===== config.mk =====
export PLATFORM = sky130hd
export DESIGN_NAME = gpioemu_host_master
export DESIGN_NICKNAME = d
export VERILOG_FILES = /design/src/rtl/gpioemu_pkg.sv /design/src/rtl/gpioemu_bus_xact.sv /design/src/rtl/gpioemu_host_master.sv
export SDC_FILE = /design/constraint.sdc
export NUM_CORES = 1
export LEC_CHECK = 0
export ABC_AREA = 1
export BUFFER_PORTS_ARGS = -buffer_cell sky130_fd_sc_hd__buf_2
export CORE_MARGIN = 1
export CORE_UTILIZATION = 41
export CTS_BUF_LIST = sky130_fd_sc_hd__clkbuf_2
export DETAILED_ROUTE_END_ITERATION = 7
export MAX_ROUTING_LAYER = met4
export PLACE_DENSITY_LB_ADDON = 0.2
export SYNTH_ARGS = -nofsm -noshare
export SYNTH_HDL_FRONTEND = slang
export SYNTH_SLANG_ARGS = --single-unit

===== constraint.sdc =====
create_clock -name clk -period 2.3 [get_ports clk]
set_clock_uncertainty 0.2 [all_clocks]
set_input_delay 0.575 -clock clk [delete_from_list [all_inputs] [get_ports clk]]
set_output_delay 0.575 -clock clk [all_outputs]
set_load 0.02 [all_outputs]

===== src/rtl/gpioemu_pkg.sv =====
// ============================================================================
// Module      : gpioemu_pkg
// Description : Shared register map, status code and state encodings for the
//               gpioemu host master. GPIOEMU_HOST_CHECK_EN adds popcount.
// Revision    : 1.0 - initial release
// ============================================================================
`default_nettype none

package gpioemu_pkg;

    localparam logic [15:0] ADDR_A1     = 16'h037F;
    localparam logic [15:0] ADDR_A2     = 16'h0388;
    localparam logic [15:0] ADDR_RESULT = 16'h0390;
    localparam logic [15:0] ADDR_ONES   = 16'h0398;
    localparam logic [15:0] ADDR_CTRL   = 16'h03A0;

    localparam logic [1:0]  STATUS_DONE = 2'b11;

    typedef enum logic [3:0] {
        ST_IDLE,
        ST_WR_A1,
        ST_WR_A2,
        ST_WR_START,
        ST_POLL,
        ST_GAP,
        ST_RD_RES,
        ST_RD_ONES,
        ST_RESP
    } host_state_t;

    typedef enum logic [1:0] {
        PH_SETUP,
        PH_STROBE,
        PH_HOLD
    } bus_phase_t;

`ifdef GPIOEMU_HOST_CHECK_EN
    function automatic logic [5:0] popcount32(input logic [31:0] v);
        logic [5:0] n;
        n = '0;
        for (int i = 0; i < 32; i++) begin
            n = n + {5'b0, v[i]};
        end
        return n;
    endfunction
`endif

endpackage

`default_nettype wire


===== src/rtl/gpioemu_bus_xact.sv =====
// ============================================================================
// Module      : gpioemu_bus_xact
// Description : Fixed three-cycle (setup / strobe / hold) register access on
//               the gpioemu bus; ack is asserted in the hold cycle.
// Revision    : 1.0 - initial release
// ============================================================================
`default_nettype none

module gpioemu_bus_xact
    import gpioemu_pkg::*;
(
    input  logic        clk,
    input  logic        n_reset,
    input  logic        req,
    input  logic        we,
    input  logic [15:0] addr,
    input  logic [31:0] wdata,
    output logic        ack,
    output logic [31:0] rdata,
    output logic [15:0] saddress,
    output logic        swr,
    output logic        srd,
    output logic [31:0] bus_wdata,
    input  logic [31:0] bus_rdata
);

    bus_phase_t r_phase;
    bus_phase_t w_phase_next;

    always_ff @(posedge clk or negedge n_reset) begin
        if (!n_reset) begin
            r_phase <= PH_SETUP;
        end else begin
            r_phase <= w_phase_next;
        end
    end

    always_comb begin
        w_phase_next = PH_SETUP;
        if (req) begin
            case (r_phase)
                PH_SETUP:  w_phase_next = PH_STROBE;
                PH_STROBE: w_phase_next = PH_HOLD;
                default:   w_phase_next = PH_SETUP;
            endcase
        end
    end

    // Pins decode straight from the requester's registered state so an
    // asynchronous reset of the requester drops the strobes at once.
    assign saddress  = req ? addr : 16'h0000;
    assign bus_wdata = (req && we) ? wdata : 32'h0000_0000;
    assign swr       = req &&  we && (r_phase == PH_STROBE);
    assign srd       = req && !we && (r_phase == PH_STROBE);
    assign ack       = req && (r_phase == PH_HOLD);
    assign rdata     = bus_rdata;

endmodule

`default_nettype wire


===== src/rtl/gpioemu_host_master.sv =====
// ============================================================================
// Module      : gpioemu_host_master
// Description : Runs the gpioemu multiply register sequence for one command
//               and returns result/ones. GPIOEMU_HOST_CHECK_EN adds rsp_mismatch.
// Revision    : 1.0 - initial release
// ============================================================================
`default_nettype none

module gpioemu_host_master
    import gpioemu_pkg::*;
#(
    parameter int POLL_GAP   = 4,
    parameter int POLL_LIMIT = 64
) (
    input  logic        clk,
    input  logic        n_reset,
    input  logic        cmd_valid,
    output logic        cmd_ready,
    input  logic [23:0] cmd_a1,
    input  logic [23:0] cmd_a2,
    output logic        rsp_valid,
    input  logic        rsp_ready,
    output logic [31:0] rsp_result,
    output logic [23:0] rsp_ones,
    output logic        rsp_err,
    output logic [15:0] saddress,
    output logic        swr,
    output logic        srd,
    output logic [31:0] bus_wdata,
    input  logic [31:0] bus_rdata,
`ifdef GPIOEMU_HOST_CHECK_EN
    output logic        rsp_mismatch,
`endif
    output logic        busy
);

    localparam int c_GAP_W = $clog2(POLL_GAP + 2);
    localparam int c_CNT_W = $clog2(POLL_LIMIT + 1);

    host_state_t        r_state;
    host_state_t        w_next;
    logic [23:0]        r_a1;
    logic [23:0]        r_a2;
    logic [c_CNT_W-1:0] r_poll_cnt;
    logic [c_GAP_W-1:0] r_gap_cnt;
    logic               w_req;
    logic               w_we;
    logic [15:0]        w_addr;
    logic [31:0]        w_wdata;
    logic               w_ack;
    logic [31:0]        w_rdata;
    logic               w_status_done;
    logic               w_poll_last;

    gpioemu_bus_xact u_xact (
        .clk       (clk),
        .n_reset   (n_reset),
        .req       (w_req),
        .we        (w_we),
        .addr      (w_addr),
        .wdata     (w_wdata),
        .ack       (w_ack),
        .rdata     (w_rdata),
        .saddress  (saddress),
        .swr       (swr),
        .srd       (srd),
        .bus_wdata (bus_wdata),
        .bus_rdata (bus_rdata)
    );

    assign w_status_done = (w_rdata[1:0] == STATUS_DONE);
    assign w_poll_last   = (r_poll_cnt == c_CNT_W'(POLL_LIMIT - 1));
    assign cmd_ready     = (r_state == ST_IDLE);
    assign busy          = (r_state != ST_IDLE);
    assign rsp_valid     = (r_state == ST_RESP);

    always_ff @(posedge clk or negedge n_reset) begin
        if (!n_reset) begin
            r_state <= ST_IDLE;
        end else begin
            r_state <= w_next;
        end
    end

    always_comb begin
        w_next  = r_state;
        w_req   = 1'b0;
        w_we    = 1'b0;
        w_addr  = 16'h0000;
        w_wdata = 32'h0000_0000;
        case (r_state)
            ST_IDLE: begin
                if (cmd_valid) w_next = ST_WR_A1;
            end
            ST_WR_A1: begin
                w_req   = 1'b1;
                w_we    = 1'b1;
                w_addr  = ADDR_A1;
                w_wdata = {8'h00, r_a1};
                if (w_ack) w_next = ST_WR_A2;
            end
            ST_WR_A2: begin
                w_req   = 1'b1;
                w_we    = 1'b1;
                w_addr  = ADDR_A2;
                w_wdata = {8'h00, r_a2};
                if (w_ack) w_next = ST_WR_START;
            end
            ST_WR_START: begin
                w_req  = 1'b1;
                w_we   = 1'b1;
                w_addr = ADDR_CTRL;
                if (w_ack) w_next = ST_POLL;
            end
            ST_POLL: begin
                w_req  = 1'b1;
                w_addr = ADDR_CTRL;
                if (w_ack) begin
                    if (w_status_done)      w_next = ST_RD_RES;
                    else if (w_poll_last)   w_next = ST_RESP;
                    else if (POLL_GAP == 0) w_next = ST_POLL;
                    else                    w_next = ST_GAP;
                end
            end
            ST_GAP: begin
                if (r_gap_cnt == c_GAP_W'(POLL_GAP - 1)) w_next = ST_POLL;
            end
            ST_RD_RES: begin
                w_req  = 1'b1;
                w_addr = ADDR_RESULT;
                if (w_ack) w_next = ST_RD_ONES;
            end
            ST_RD_ONES: begin
                w_req  = 1'b1;
                w_addr = ADDR_ONES;
                if (w_ack) w_next = ST_RESP;
            end
            ST_RESP: begin
                if (rsp_ready) w_next = ST_IDLE;
            end
            default: w_next = ST_IDLE;
        endcase
    end

    // Operand latch, poll/gap counters and the response registers.
    always_ff @(posedge clk or negedge n_reset) begin
        if (!n_reset) begin
            r_a1         <= '0;
            r_a2         <= '0;
            r_poll_cnt   <= '0;
            r_gap_cnt    <= '0;
            rsp_result   <= '0;
            rsp_ones     <= '0;
            rsp_err      <= 1'b0;
`ifdef GPIOEMU_HOST_CHECK_EN
            rsp_mismatch <= 1'b0;
`endif
        end else begin
            case (r_state)
                ST_IDLE: begin
                    if (cmd_valid) begin
                        r_a1       <= cmd_a1;
                        r_a2       <= cmd_a2;
                        r_poll_cnt <= '0;
`ifdef GPIOEMU_HOST_CHECK_EN
                        rsp_mismatch <= 1'b0;
`endif
                    end
                end
                ST_POLL: begin
                    if (w_ack) begin
                        r_poll_cnt <= r_poll_cnt + c_CNT_W'(1);
                        r_gap_cnt  <= '0;
                        if (!w_status_done && w_poll_last) begin
                            rsp_err    <= 1'b1;
                            rsp_result <= '0;
                            rsp_ones   <= '0;
`ifdef GPIOEMU_HOST_CHECK_EN
                            rsp_mismatch <= 1'b0;
`endif
                        end
                    end
                end
                ST_GAP: begin
                    r_gap_cnt <= r_gap_cnt + c_GAP_W'(1);
                end
                ST_RD_RES: begin
                    if (w_ack) rsp_result <= w_rdata;
                end
                ST_RD_ONES: begin
                    if (w_ack) begin
                        rsp_ones <= w_rdata[23:0];
                        rsp_err  <= 1'b0;
`ifdef GPIOEMU_HOST_CHECK_EN
                        rsp_mismatch <= ({18'h0, popcount32(rsp_result)} != w_rdata[23:0]);
`endif
                    end
                end
                default: ;
            endcase
        end
    end

endmodule

`default_nettype wire


==> flow_summary.toml, run 1 <==
[outcome]
outcome = "finished, violations left"
violations = "negative setup slack"

[floorplanning]
core_area_um2 = 13300
dieHeight_um = 119
floorplan.initialDensity_pct = 42.2
die_area_um2 = 14200
dieWidth_um = 119
rows = 42
boundaryPins = 194

[layout]
seq_area_um2 = 3030
antennaDiodeCount = 0
nets = 1051
multi_input_area_um2 = 2380
drive_gt1_share_pct = 31.2
num-fill-cells = 1074
stdcell_count = 1153
fin_area_um2 = 8560
area_growth_pct = 52.4

[placed_design]
portBuffers = 179
place_area_um2 = 6650
dp_hpwl_um = 10100
dp_cells = 1003
place.gp.congestion = 0.859
post-place-ws_ns = 0.111

[cts]
cts_buffer_depth = 2
cts_buffers = 17
clock_sinks = 121
tritoncts = "done"
cts_root_buf = "clkbuf_2"
path_clk_slew_ns = 0.19
insertion_delay_ns = 0.67
cts_max_level = 4

[route]
viasPerCell = 5.01
vias = 5772
wl_per_cell_um = 15.1
routed_wl_um = 17400
drtAntennaViolNets = 0
drt_iter0_drc = 443
first_pass_iters = 5
drc = 0

[power]
p_per_area_nw_per_um2 = 1190
power_leakage_nw = 4.84
peakVddDrop_mv = 0.708

[global_route]
track_usage_pct = 25.5
grt-ovfl-total = 0
antenna_found_initial = 0
grt_pass1_wl_um = 27600
grt_pass1_vias = 5685
grt_max_degree = 51

[job]
cap_violations = 0

[logic_synthesis]
synth.most_common_cell = "nand2_1"
synth.top_cell.area_share_pct = 53.9
synth_edf_count = 0
synth_top_area_cell = "dfrtp_1"
synthCells = 675
async_reset_ff_share_pct = 100
ys_ff_latch = 121
syn-mean-instance-area_um2 = 8.32
synth_cell_types = 30
seq_area_frac_synth_pct = 53.9
yosys_warnings = 0
synthTopCellsByArea = "dfrtp_1 54%, nand2_1 22%, nand3_1 6.1%"
synthTopCellsByCount = "327 x nand2_1, 121 x dfrtp_1, 69 x nand3_1, 24 x a32o_1"
synthFlopType = "dfrtp_1"
synth_area_um2 = 5620

[sta]
layout_setup_ws_ns = -0.524
finalCritPeriodShare_pct = 123
finalSetupViolCount = 39
rsz0062_at_grt = "true"
finalMaxSlewViolations = 0
max_freq_mhz = 354
tightest_slew_ns = 0.518
timing.slew.headroom_pct = 65.5
min_period_ns = 2.82
hold_viol_final = 0

[setup_path]
worstPathMaxFanout = 6
crit_arrival_ns = 2.05
cpMaxStageDelayCell = "dfrtp_2"
critical_path.startpoint_type = "flop"
cp.required_ns = 1.52
cp_top_family = "buffers and inverters"
crit_top_cell = "buf_6"
max_stage_delay_ns = 0.47
critical_path_class = "flop to output port"
critPathBufInv = 4
end_kind = "output port"
path_cells = "buf_6, nor2_4, buf_12, clkbuf_16, a32o_1, buf_6"

[min_path]
hold_path_class = "input port to asynchronous set/reset pin"
-- per-layer routing --
layer,routed length [µm],global-route usage [%],up-vias,share of wire [%]
li1,-,-,2707,-
met1,6990,31.4,2711,40
met2,8720,40.4,323,50
met3,1440,6.18,31,8.3
met4,293,9.65,0,1.7
met5,0,-,-,0
-- power by group --
group	leakage, nW	total (mW)	switching, mW	internal (mW)
Clock	0.145	1.39	0.804	0.588
Combinational	3.11	5.49	3.07	2.42
Sequential	1.59	3.31	0.475	2.84
Total	4.84	10.2	4.35	5.85
-- path summary, 6_finish.rpt --
check | start | endpoint | slack, ns | cells past startpoint
worst max-delay path | r_state[2]$_DFFE_PN0P_ | bus_wdata[15] | -0.52 | 6
worst min-delay path | n_reset | r_gap_cnt[1]$_DFFE_PN0P_ | 0.16 | 2
worst max register to register | r_state[2]$_DFFE_PN0P_ | rsp_ones[15]$_DFFE_PN0P_ | 0.12 | 12
worst min register to register | u_xact.r_phase[1]$_DFF_PN0_ | u_xact.r_phase[0]$_DFF_PN0_ | 0.25 | 1
max in group asynchronous | n_reset | rsp_ones[21]$_DFFE_PN0P_ | 1.14 | 3
min in group clk | cmd_valid | r_poll_cnt[6]$_DFFE_PN0P_ | 0.19 | 4
-- registers in the layout, summed over array words and instances, names as in the netlist --
register / count
r_a1: 24
r_a2: 24
r_gap_cnt: 3
r_poll_cnt: 7
r_state: 4
rsp_err: 1
rsp_ones: 24
rsp_result: 32
u_xact.r_phase: 2
-- repair_timing --
| item | CTS | global route |
|---|---|---|
| gates resized for setup | 86 | 58 |
| pin swaps | 10 | 14 |
| hold endpoints to repair | 226 | 0 |
| hold buffers | 82 | 0 |
| endpoints found under the setup margin | 39 | 40 |
| cloned | 4 | 2 |
| setup buffers | 16 | 14 |
-- cells in the final DEF (no fill, tap or decap), drive strengths merged, types with 10 or more instances in the layout --
master         n
a32o          24
buf          223
clkbuf        19
clkinv        10
conb          14
dfrtp        121
dlygate4sd3   82
inv           29
nand2        335
nand3         70
nor2          26
-- through the flow --
stage	power (mW)	setup TNS [ns]	utilization (%)	hold slack (ns)
CTS	9.52	-19.89	61.7	0.0835
global placement	7.01	0	50.0	0.217
finish	10.2	-16.53	64.4	0.161
floorplan	5.84	0	-	0.0794
global route	10.8	-22.72	64.4	0.0609
detailed placement	7.10	0	50.0	0.229
-- cell families after synthesis --
kind of cell | Yosys count | synth area share (%)
fa+ha+maj | 3 | 0.668
simple gates | 437 | 32.5
compound gates | 33 | 5.17
flops | 121 | 53.9
xor+xnor | 2 | 0.312
buf+inv | 78 | 7.33
other cells | 1 | 0.0668
-- final cells by class --
type                    count  area share, %
multi-input cells         489           27.9
clock buffers              17          0.994
inverters                  28           1.37
flip-flops and latches    121           35.4
clock inverters            15           1.84
well taps                 176           2.57
repair buffers            307           29.9
No activity file was read; power rests on OpenSTA's default activity.
==> run 2, diff against run 1 <==
PLACE_DENSITY = 0.67   (was unset)
PLACE_DENSITY_LB_ADDON = unset   (was 0.2)
==> flow_summary.toml, run 2 (same netlist as run 1, synthesis figures left out) <==
[floorplanning]
rows = 42
boundaryPins = 194
floorplan.initialDensity_pct = 42.2
core_area_um2 = 13300
dieWidth_um = 119
die_area_um2 = 14200
dieHeight_um = 119

[sta]
timing.slew.headroom_pct = 65.9
hold_viol_final = 0
finalCritPeriodShare_pct = 121
max_freq_mhz = 359
finalMaxSlewViolations = 0
finalSetupViolCount = 39
tightest_slew_ns = 0.511
holdWs_ns = 0.153
min_period_ns = 2.78
setup_tns_ns = -16.36
layout_setup_ws_ns = -0.482
rsz0062_at_grt = "true"

[global_route]
track_usage_pct = 25.9
grt_max_degree = 49
grt_pass1_wl_um = 27900
grt_pass1_vias = 5579
grt-ovfl-total = 0
antenna_found_initial = 0

[placed_design]
place.gp.congestion = 0.894
dp_hpwl_um = 10200
portBuffers = 179

[layout]
nets = 1059
antennaDiodeCount = 0
drive_gt1_share_pct = 32.6
largest_reg_flops = 32
layout_common_cells = "320 x nand2_1, 139 x buf_2, 118 x dfrtp_1"
mostFrequentLayoutCell = "nand2_1"
area_growth_pct = 53.8
regMostFlops = "rsp_result"

[setup_path]
crit_top_cell = "buf_6"
cp_top_family = "buffers and inverters"
ff2ff_setup_slack_ns = 0.13
crit_arrival_ns = 2.01
critical_path.startpoint_type = "flop"
r2r_cells = 11
critical_path_class = "flop to output port"
r2r_start = "r_state[2]$_DFFE_PN0P_"
critPathBufInv = 4
worstPathMaxFanout = 7
path_cells = "buf_6, nor2_4, buf_12, clkbuf_16, a32o_2, buf_6"
max_stage_delay_ns = 0.47
cp.required_ns = 1.52
end_kind = "output port"
r2r-end = "rsp_result[28]$_DFFE_PN0P_"
cpMaxStageDelayCell = "dfrtp_2"

[route]
first_pass_iters = 5
drt_iter0_drc = 381
routed_wl_um = 18400
vias = 5766
viasPerCell = 4.97
wl_per_cell_um = 15.9
drtAntennaViolNets = 0
drc = 0

[outcome]
violations = "negative setup slack"
outcome = "finished, violations left"

[cts]
clock_sinks = 121
cts_buffers = 17
cts_buffer_depth = 2
path_clk_slew_ns = 0.19
cts_root_buf = "clkbuf_2"
cts_max_level = 4
tritoncts = "done"
insertion_delay_ns = 0.69

[power]
p_per_area_nw_per_um2 = 1210
peakVddDrop_mv = 0.895
power_leakage_nw = 4.90

[min_path]
hold_path_class = "input port to asynchronous set/reset pin"

[job]
cap_violations = 0
[run 2: cell count changes in the layout (fill, tap and decap cells not counted), sizes merged]
cell	previous run	this run
clkbuf	19	21
buf	223	231
clkinv	10	8
bufinv	3	4
inv	29	28
[run 2: metrics by stage]
step           cells  total power, mW  setup WS, ns  instance area, µm²  util, %
6_report        1161             10.5        -0.482                8640     65.0
3_5_place_dp    1010             7.11         0.140                6670     50.2
3_3_place_gp    1010             7.05         0.173                6670     50.2
4_1_cts         1152             9.61        -0.524                8260     62.1
5_1_grt         1161             11.0        -0.619                8640     65.0
2_1_floorplan    688             5.84        0.0522                5670        -
[run 2: worst max-delay path by stage]
stage,from,endpoint,slack [ns],cells past startpoint
floorplan,r_state[3]$_DFFE_PN0P_,bus_wdata[14],0.05,5
global placement,r_state[3]$_DFFE_PN0P_,bus_wdata[7],0.17,6
detailed placement,r_state[3]$_DFFE_PN0P_,bus_wdata[2],0.14,6
CTS,r_state[0]$_DFFE_PN0P_,saddress[8],-0.52,6
global route,r_state[2]$_DFFE_PN0P_,bus_wdata[22],-0.62,6
finish,r_state[2]$_DFFE_PN0P_,bus_wdata[1],-0.48,6
[run 2: area by class of cell]
| class | instances | area (µm²) |
|---|---|---|
| inverters | 28 | 124 |
| multi-input cells | 489 | 2430 |
| fillers | 1024 | 4660 |
| clock inverters | 13 | 175 |
| clock buffers | 19 | 95.1 |
| well taps | 176 | 220 |
| flip-flops and latches | 121 | 3030 |
| repair buffers | 315 | 2550 |
[run 2: worst register-to-register path: stages (launching register included)]
cell     delay [ns]
dfrtp_2        0.47
buf_6          0.13
nor2_4         0.11
buf_12         0.15
buf_4          0.12
nand2_4        0.08
buf_4          0.16
a21oi_4        0.18
nand2_1        0.10
buf_4          0.21
nand2_1        0.08
nand2_1        0.05
[run 2: routing by layer]
| layer | wire [µm] | share of wire, % | GRT usage (%) | vias to the layer above |
|---|---|---|---|---|
| li1 | - | - | - | 2727 |
| met1 | 7730 | 42 | 32.1 | 2697 |
| met2 | 8900 | 48 | 40.7 | 308 |
| met3 | 1410 | 7.6 | 6.85 | 34 |
| met4 | 403 | 2.2 | 9.65 | 0 |
| met5 | 0 | 0 | - | - |
[run 2: power breakdown]
group	leakage (nW)	total (mW)	internal [mW]	switching (mW)
clock network	0.161	1.54	0.716	0.829
logic	3.15	5.59	2.41	3.18
registers	1.59	3.33	2.84	0.490
total	4.90	10.5	5.96	4.50
[run 2: what timing repair did]
action                                 4_1_cts  5_1_grt
setup endpoints to repair                   39       50
endpoints found under the hold margin      226        0
pin swaps                                    9       12
buffers inserted                            26        9
cloned                                       2        3
hold buffers                                82        0
resized for setup                           84       78
==> run 3, diff against run 2 <==
CELL_PAD_IN_SITES_DETAIL_PLACEMENT = 1   (was unset)
CELL_PAD_IN_SITES_GLOBAL_PLACEMENT = 2   (was unset)
CORE_UTILIZATION = 29   (was 41)
PLACE_DENSITY = unset   (was 0.67)
PLACE_DENSITY_LB_ADDON = 0.1   (was unset)
==> flow_summary.toml, run 3 (same netlist as run 1, synthesis figures left out) <==
[floorplanning]
die_area_um2 = 19900
core_area_um2 = 18800
floorplan.initialDensity_pct = 29.8
rows = 50
dieWidth_um = 141
dieHeight_um = 141
boundaryPins = 194

[setup_path]
crit_arrival_ns = 2.03
worstPathMaxFanout = 7
r2r-end = "rsp_result[17]$_DFFE_PN0P_"
critical_path_class = "flop to output port"
r2r_start = "r_state[3]$_DFFE_PN0P_"
ff2ff_setup_slack_ns = 0.08
critical_path.startpoint_type = "flop"
cp.required_ns = 1.52
end_kind = "output port"
r2r_cells = 14

[sta]
max_freq_mhz = 357
layout_setup_ws_ns = -0.504
rsz0062_at_grt = "true"
finalCritPeriodShare_pct = 122
tightest_slew_ns = 0.519
min_period_ns = 2.80
finalSetupViolCount = 39
timing.slew.headroom_pct = 65.4
hold_viol_final = 0
finalMaxSlewViolations = 0
setup_tns_ns = -17.04

[power]
power_leakage_nw = 4.93
pwr-share-seq_pct = 31.7
p_per_area_nw_per_um2 = 1180
pwr-share-clk_pct = 14.6
peakVddDrop_mv = 0.536
pwr-share-comb_pct = 53.7
p_switching_mw = 4.54
switching_share_pct = 43.6
power.total_mw = 10.4
p_int_mw = 5.88

[layout]
nets = 1061
drive_gt1_share_pct = 33.4
regMostFlops = "rsp_result"
largest_reg_flops = 32
layout_common_cells = "316 x nand2_1, 139 x buf_2, 119 x dfrtp_1"
mostFrequentLayoutCell = "nand2_1"
area_growth_pct = 57.1
stdcell_count = 1249

[cts]
insertion_delay_ns = 0.68
clock_sinks = 121
path_clk_slew_ns = 0.19
cts_max_level = 4
tritoncts = "done"
cts_root_buf = "clkbuf_2"
cts_buffer_depth = 2
cts_buffers = 17

[placed_design]
portBuffers = 179
dp_cells = 1094
dp_hpwl_um = 12300
place.gp.congestion = 0.816
post-place-ws_ns = 0.127

[global_route]
grt_max_degree = 49
track_usage_pct = 21.0
grt_pass1_wl_um = 31300
antenna_found_initial = 1
grt-ovfl-total = 0
grt_pass1_vias = 5793

[route]
drt_iter0_drc = 151
wl_per_cell_um = 16.0
viasPerCell = 4.53
drc = 0
vias = 5653
first_pass_iters = 4
drtAntennaViolNets = 0
routed_wl_um = 19900

[min_path]
whs_path_depth = 4
holdCritStartpoint = "cmd_valid"
hold_path_class = "input port to flop"
hold_path_end = "r_a1[3]$_DFFE_PN0P_"

[outcome]
violations = "negative setup slack"
outcome = "finished, violations left"

[job]
cap_violations = 0
==> run 3: cell types whose count changed in the layout (fill, tap and decap cells not counted), sizes merged <==
cell,before,now
clkbuf,21,17
inv,28,31
buf,231,233
clkinv,8,6
clkinvlp,1,3
diode,0,2
bufinv,4,3
dlygate4sd3,82,83
nand2,335,336
==> run 3: timing repair <==
| action | in CTS | in global routing |
|---|---|---|
| buffers inserted | 19 | 16 |
| hold endpoints to repair | 226 | 9 |
| pin swaps | 11 | 17 |
| cloned | 5 | 1 |
| hold buffers | 82 | 1 |
| gates resized for setup | 119 | 54 |
| setup endpoints to repair | 39 | 76 |
==> run 3: power by group through the flow <==
stage,combinational (mW),sequential [mW],clock [mW]
2_1_floorplan,2.32,3.52,0
3_3_place_gp,3.84,3.35,0
3_5_place_dp,3.97,3.34,0
4_1_cts,5.25,3.29,1.59
5_1_grt,6.06,3.40,1.67
6_report,5.59,3.30,1.52
==> run 3: how the worst max path moves through the flow <==
stage | from | endpoint | slack, ns | depth (start not counted)
2_1_floorplan | r_state[3]$_DFFE_PN0P_ | bus_wdata[14] | 0.05 | 5
3_3_place_gp | r_state[2]$_DFFE_PN0P_ | bus_wdata[5] | 0.18 | 6
3_5_place_dp | r_state[2]$_DFFE_PN0P_ | bus_wdata[10] | 0.13 | 6
4_1_cts | r_state[2]$_DFFE_PN0P_ | bus_wdata[14] | -0.59 | 8
5_1_grt | r_state[1]$_DFFE_PN0P_ | bus_wdata[4] | -0.65 | 7
6_report | r_state[3]$_DFFE_PN0P_ | bus_wdata[12] | -0.50 | 8
==> run 3: layer usage <==
layer / vias up / global-route usage, % / wire, µm
met5: - / - / 0
met4: 0 / 5.21 / 155
met3: 9 / 5.37 / 1100
met2: 146 / 34.7 / 9980
met1: 2762 / 25.6 / 8710
li1: 2736 / - / -
==> run 3: critical path, cell delays in order, from the launching register on <==
cell     delay (ns)
dfrtp_1        0.44
buf_6          0.13
inv_4          0.06
nand2_4        0.06
nor2_4         0.13
buf_12         0.14
buf_16         0.13
a32o_2         0.15
buf_6          0.12
==> run 3: through the flow <==
stage               instance area, µm²  hold slack [ns]  utilization [%]
finish                            8820            0.101             46.8
CTS                               8530          0.00180             45.3
global placement                  6820            0.214             36.2
global route                      8820           0.0439             46.8
floorplan                         5670           0.0794                -
detailed placement                6820            0.228             36.2
==> run 3: cell type report <==
| cell class | count | area (µm²) |
|---|---|---|
| clock buffers | 17 | 85.1 |
| fillers | 2236 | 10000 |
| flip-flops and latches | 121 | 3030 |
| repair buffers | 316 | 2640 |
| diodes | 2 | 5.00 |
| inverters | 28 | 120 |
| clock inverters | 15 | 174 |
| well taps | 260 | 325 |
| multi-input cells | 490 | 2440 |
